--- src/rtl/uart_tx_if.sv ---
// AXI-Stream byte channel feeding the UART transmitter.
// The master drives the data and valid lines; the slave returns ready.
interface uart_tx_if #(
   parameter int DATA_WIDTH = 8
);
   logic [DATA_WIDTH-1:0] tdata;
   logic                  tvalid;
   logic                  tready;

   modport master (
      output tdata,
      output tvalid,
      input  tready
   );

   modport slave (
      input  tdata,
      input  tvalid,
      output tready
   );
endinterface

--- src/rtl/uart_tx.sv ---
// UART transmitter: start, data LSB first, optional parity, 1 or 2 stops.
// A one-entry holding register lets frames go out back-to-back.
module uart_tx #(
   parameter int DATA_WIDTH = 8
) (
   input  logic        clk,
   input  logic        rst,
   uart_tx_if.slave    s_axis,
   output logic        o_txd,
   output logic        o_busy,
   input  logic [15:0] i_prescale,
   input  logic        i_parity_en,
   input  logic        i_parity_odd,
   input  logic        i_stop2
);
   localparam int BW = $clog2(DATA_WIDTH + 1);
   localparam logic [BW-1:0] LAST_BIT = BW'(DATA_WIDTH - 1);

   typedef enum logic [2:0] {
      S_IDLE,
      S_START,
      S_DATA,
      S_PARITY,
      S_STOP
   } state_t;

   state_t                r_state;
   state_t                w_state_nxt;
   logic [DATA_WIDTH-1:0] r_hold;
   logic [DATA_WIDTH-1:0] r_shift;
   logic                  r_hold_valid;
   logic                  r_par_bit;
   logic                  r_par_en;
   logic                  r_stop2;
   logic                  r_stop_rem;
   logic                  r_busy;
   logic [18:0]           r_cnt;
   logic [18:0]           r_per;
   logic [BW-1:0]         r_bit;
   logic [18:0]           w_per;
   logic                  w_accept;
   logic                  w_load;
   logic                  w_bit_end;
   logic                  w_last_stop;
   logic                  w_hold_nxt;
   logic                  w_txd;

   assign s_axis.tready = !r_hold_valid && !rst;
   assign w_accept      = s_axis.tvalid && s_axis.tready;
   assign w_bit_end     = (r_cnt == 19'd0);
   assign w_last_stop   = (r_state == S_STOP) && w_bit_end && !r_stop_rem;
   assign w_load        = r_hold_valid && ((r_state == S_IDLE) || w_last_stop);
   assign w_hold_nxt    = w_accept ? 1'b1 : (w_load ? 1'b0 : r_hold_valid);

   // Reload value for the bit counter; prescale 0 behaves as 1.
   assign w_per = (i_prescale == 16'd0) ? 19'd7 :
                  (({3'b000, i_prescale} << 3) - 19'd1);

   always_comb begin
      w_state_nxt = r_state;
      w_txd       = 1'b1;
      unique case (r_state)
         S_IDLE: begin
            if (w_load) w_state_nxt = S_START;
         end
         S_START: begin
            w_txd = 1'b0;
            if (w_bit_end) w_state_nxt = S_DATA;
         end
         S_DATA: begin
            w_txd = r_shift[0];
            if (w_bit_end && (r_bit == LAST_BIT))
               w_state_nxt = r_par_en ? S_PARITY : S_STOP;
         end
         S_PARITY: begin
            w_txd = r_par_bit;
            if (w_bit_end) w_state_nxt = S_STOP;
         end
         S_STOP: begin
            if (w_last_stop) w_state_nxt = w_load ? S_START : S_IDLE;
         end
         default: w_state_nxt = S_IDLE;
      endcase
   end

   always_ff @(posedge clk) begin
      if (rst) begin
         r_state      <= S_IDLE;
         r_hold_valid <= 1'b0;
         r_busy       <= 1'b0;
         r_cnt        <= '0;
         r_bit        <= '0;
         r_stop_rem   <= 1'b0;
      end else begin
         r_state      <= w_state_nxt;
         r_hold_valid <= w_hold_nxt;
         r_busy       <= (w_state_nxt != S_IDLE) || w_hold_nxt;
         if (w_load) begin
            r_cnt <= w_per;
            r_bit <= '0;
         end else if (r_state != S_IDLE) begin
            if (w_bit_end) begin
               r_cnt <= r_per;
               if (r_state == S_DATA) r_bit <= r_bit + BW'(1);
               if (r_state == S_STOP) r_stop_rem <= 1'b0;
               else if (w_state_nxt == S_STOP) r_stop_rem <= r_stop2;
            end else begin
               r_cnt <= r_cnt - 19'd1;
            end
         end
      end
   end

   // Frame settings are frozen at load so mid-frame changes are ignored.
   always_ff @(posedge clk) begin
      if (w_accept) r_hold <= s_axis.tdata;
      if (w_load) begin
         r_shift   <= r_hold;
         r_par_bit <= (^r_hold) ^ i_parity_odd;
         r_par_en  <= i_parity_en;
         r_stop2   <= i_stop2;
         r_per     <= w_per;
      end else if ((r_state == S_DATA) && w_bit_end) begin
         r_shift <= r_shift >> 1;
      end
   end

   assign o_txd  = w_txd;
   assign o_busy = r_busy;
endmodule

--- src/flat_wrapper.sv ---
// flat-port wrapper written by rule: the top's interface ports become plain ports
module uart_tx_flat 
#(
   parameter int DATA_WIDTH = 8
)
  (clk, rst, o_txd, o_busy, i_prescale, i_parity_en, i_parity_odd, i_stop2, s_axis_tdata, s_axis_tvalid, s_axis_tready);
  uart_tx_if #(.DATA_WIDTH(DATA_WIDTH)) s_axis_i ();
  input  logic clk;
  input  logic rst;
  output logic o_txd;
  output logic o_busy;
  input  logic [15:0] i_prescale;
  input  logic i_parity_en;
  input  logic i_parity_odd;
  input  logic i_stop2;
  input wire logic [$bits(s_axis_i.tdata)-1:0] s_axis_tdata;
  input wire logic [$bits(s_axis_i.tvalid)-1:0] s_axis_tvalid;
  output wire logic [$bits(s_axis_i.tready)-1:0] s_axis_tready;
  assign s_axis_i.tdata = s_axis_tdata;
  assign s_axis_i.tvalid = s_axis_tvalid;
  assign s_axis_tready = s_axis_i.tready;
  uart_tx #(.DATA_WIDTH(DATA_WIDTH)) u_core (.clk(clk), .rst(rst), .s_axis(s_axis_i), .o_txd(o_txd), .o_busy(o_busy), .i_prescale(i_prescale), .i_parity_en(i_parity_en), .i_parity_odd(i_parity_odd), .i_stop2(i_stop2));
endmodule
--- config.mk ---
export PLATFORM = sky130hd
export DESIGN_NAME = uart_tx_flat
export DESIGN_NICKNAME = d
export VERILOG_FILES = /design/src/rtl/uart_tx_if.sv /design/src/rtl/uart_tx.sv /design/src/flat_wrapper.sv
export SDC_FILE = /design/constraint.sdc
export NUM_CORES = 1
export LEC_CHECK = 0
export BUFFER_PORTS_ARGS = -buffer_cell sky130_fd_sc_hd__buf_4
export CAP_MARGIN = 20
export CORE_ASPECT_RATIO = 0.5
export CORE_UTILIZATION = 40
export DETAILED_ROUTE_END_ITERATION = 10
export PLACE_DENSITY = 0.6
export SETUP_SLACK_MARGIN = 0.02
export SYNTH_ARGS = -nofsm -noshare
export SYNTH_HDL_FRONTEND = slang
export SYNTH_SLANG_ARGS = --single-unit
--- constraint.sdc ---
create_clock -name clk -period 4 [get_ports clk]
set_clock_uncertainty 0.15 [all_clocks]
set_input_delay 0.8 -clock clk [delete_from_list [all_inputs] [get_ports clk]]
set_output_delay 0.8 -clock clk [all_outputs]
set_load 0.02 [all_outputs]
==> results.txt <==
TritonCTS buffer count -> 9
Worst setup SP type -> register
Via Count -> 2,942
Residual DRC -> 0
antenna cells -> 0
total global-route track usage -> 20.90%
Power Total -> 0.002436 W
Routed WL -> 8.555 mm
H-tree depth -> 3
Power Internal -> 0.001583 W
Synth Net Count -> 404
unrepaired setup endpoints after global routing -> false
Cell Rows -> 23
starting DRC count in detailed routing -> 284
end of the critical path -> u_core.r_bit[3]
Cell Area, Placed -> 0.003794 mm^2
Starting Density -> 42.36%
Worst-Margin Slew -> 0.7957 ns
mapped cell area -> 0.003475 mm^2
WL per Instance -> 16.61 um
initial antenna violation count -> 0
outcome -> completed
Final ANT Viol Nets -> 0
Synth cell types -> 58
fin area -> 0.004091 mm^2
Worst Reg-to-Reg Cells -> 8
setup violators final -> 0
CORE AREA -> 0.008202 mm^2
DIE HEIGHT -> 67.91 um
Clock power frac -> 31.6%
P&R area growth vs syn -> 17.75%
Slew Viols, Final -> 0
Hold Violations, Final -> 0
# nets final -> 431
cts hold-fix bufs -> 0
CTS root buffer -> clkbuf_16
Critical R2R Capture -> u_core.r_bit[3]
NetSw -> 0.0008533 W
sequential share of power -> 37.1%
Syn Inst Count -> 371
top cell type by total area after synthesis -> edfxtp_1
Pre-Repair DR Iteration Count -> 5
dominant synthesized flop cell -> edfxtp_1
R2R Path Start -> u_core.r_cnt[0]
FMAX -> 328.3 MHz
switching share of total power -> 35.03%
number of synthesized register bits -> 64
crit path launch -> u_core.r_cnt[0]
worst vdd ir -> 247.8 uV
Via density -> 5.713
number of port buffers -> 32
post-CTS setup buffers -> 0
crit-path max FO -> 16
total of warnings raised by yosys -> 0
arrival time at the worst endpoint -> 3.14 ns
min Tclk post-route -> 3.046 ns
r2r setup slk -> 0.95 ns
detailed placement HPWL -> 5.927 mm
Die X -> 133.8 um
PwrDens -> 595.4 mW/mm^2
Final period util -> 76.16%
worst hold path class -> register to register
Critical Path End Type -> register
Final TNS setup -> 0 ns
DP Worst Slack -> 0.8854 ns
GR Overflow Total -> 0
smallest setup slack after layout -> 0.9538 ns
share of synthesized registers carrying an async set or reset -> 0%
Reg clk slew, reported paths -> 0.05 ns
Die ar. -> 0.009086 mm^2
layout cell share with drive strength beyond 1 -> 17.62%
first-pass GRT wire length -> 14.44 mm
Resized cells post-CTS -> 0
Gate power share -> 31.3%
sequential area share after synthesis -> 46.96%
Post-synth EDFFs -> 35
Pleak -> 1.464 nW
syn_area_per_cell -> 9.365 um^2
Worst EP required -> 4.09 ns
Final GP Congestion -> 0.8424
ranking of synthesized cells by area -> edfxtp_1 (30%), dfxtp_1 (17%), nand2_1 (5.0%)
TritonCTS clock tree -> yes
largest net degree at the start of global routing -> 36
relative slew slack -> 46.84%
share of the synthesized area in the top cell type -> 30.25%
Setup Crit Path Kind -> register to register
CTS Sinks -> 64
CTS Buffer Depth -> 2
I/O pin cnt -> 33
clock latency at the later pin of the worst-skew pair -> 0.33 ns
vias in the first global route -> 2,857
max-cap violations -> 0
## layout make-up
cell class              instances  area [um^2]
fillers                       794         4110
flip-flops and latches         64         1632
inverters                       9        33.78
multi-input cells             278         1718
well taps                     112        140.1
clock buffers                   9        225.2
repair buffers                 36        270.3
clock inverters                 7        72.57
## layer usage
layer  routed length [um]  global-route usage, %  part of all wire, %  vias up
met2                 3747                  33.35                   44      101
met3                  533                  5.481                  6.2        4
li1                     -                      -                    -     1444
met5                    0                      0                    0        -
met1                 4219                  27.79                   49     1393
met4                   54                  7.244                 0.63        0
## worst max-delay path, stage by stage, from the launching register on
cell and delay (ns):
dfxtp_1 0.34, inv_1 0.07, ha_1 0.16, nor3b_1 0.62, nand4_2 0.36, nor2_4 0.44
nand2_1 0.22, or3_1 0.38, a211oi_1 0.22
## registers in the layout, summed over array words and instances, names as in the netlist
register	cells
u_core.o_busy	1
u_core.r_par_bit	1
u_core.r_stop2	1
u_core.r_hold	8
u_core.r_cnt	19
u_core.r_per	16
u_core.r_bit	4
u_core.r_stop_rem	1
u_core.r_par_en	1
u_core.r_shift	8
u_core.r_hold_valid	1
u_core.r_state	3
## how the worst min path moves through the flow
| stage | start | to | slack, ns | cells past startpoint |
|---|---|---|---|---|
| global route | u_core.r_shift[6] | u_core.r_shift[5] | 0.38 | 2 |
| floorplan | u_core.r_bit[3] | u_core.r_bit[3] | 0.31 | 2 |
| global placement | u_core.r_bit[3] | u_core.r_bit[3] | 0.33 | 2 |
| detailed placement | u_core.r_cnt[13] | u_core.r_cnt[13] | 0.34 | 2 |
| finish | u_core.r_bit[3] | u_core.r_bit[3] | 0.35 | 2 |
| CTS | u_core.r_bit[3] | u_core.r_bit[3] | 0.36 | 2 |
## Yosys cell counts, drive strengths merged, types with 5 or more instances
cell,number
nand2,46
nor2,38
edfxtp,35
dfxtp,29
o21ai,19
a21oi,18
nor3,16
clkbuf,14
nor4,13
xnor2,12
or3,11
inv,9
or4,9
xor2,9
a31oi,7
a211oi,6
buf,6
nand3,5
nor3b,5
o221ai,5
## cells by family (layout without fill, tap and decap cells)
family	after synthesis	in the layout	synth area share [%]
simple gates	166	166	25.64
compound gates	82	82	15.45
flops	64	64	46.96
buf+inv	29	61	3.709
xor+xnor	21	21	5.294
mux	6	6	1.872
fa+ha+maj	3	3	1.080
## power by group through the flow
stage / sequential (W) / clock (W) / combinational (W)
after global placement: 0.000911 / 0 / 0.000738
after floorplan: 0.000875 / 0 / 0.000606
after global routing: 0.000919 / 0.000813 / 0.000857
final: 0.000905 / 0.000770 / 0.000762
after CTS: 0.000901 / 0.000785 / 0.000760
after detailed placement: 0.000914 / 0 / 0.000756
## per-stage QoR
| step | util, % | hold slack, ns | cells |
|---|---|---|---|
| 4_1_cts | 49.89 | 0.3568 | 515 |
| 6_report | 49.89 | 0.3550 | 515 |
| 3_3_place_gp | 46.25 | 0.3254 | 499 |
| 3_5_place_dp | 46.25 | 0.3406 | 499 |
| 5_1_grt | 49.89 | 0.3773 | 515 |
| 2_1_floorplan | - | 0.3099 | 371 |
## cells in the final DEF (no fill, tap or decap), types with 3 or more instances in the layout
| master | n |
|---|---|
| or4_4 | 3 |
| nor4_1 | 10 |
| nand3_1 | 5 |
| nor3_1 | 15 |
| a21o_1 | 3 |
| a211oi_1 | 6 |
| o21a_1 | 3 |
| nor2_1 | 36 |
| o221ai_1 | 5 |
| inv_1 | 8 |
| ha_1 | 3 |
| or3_1 | 11 |
| nor4_2 | 3 |
| nand2_1 | 46 |
| nand2b_1 | 4 |
| xor2_1 | 9 |
| o21ai_0 | 18 |
| nand4_1 | 3 |
| nand3b_1 | 3 |
| buf_4 | 36 |
| mux2_2 | 4 |
| xnor2_1 | 12 |
| or4_1 | 6 |
| a31oi_1 | 7 |
| a21oi_1 | 17 |
| dfxtp_1 | 29 |
| o31ai_1 | 4 |
| nor3b_1 | 5 |
| clkbuf_16 | 9 |
| edfxtp_1 | 35 |
(Power assumes the default switching activity.)
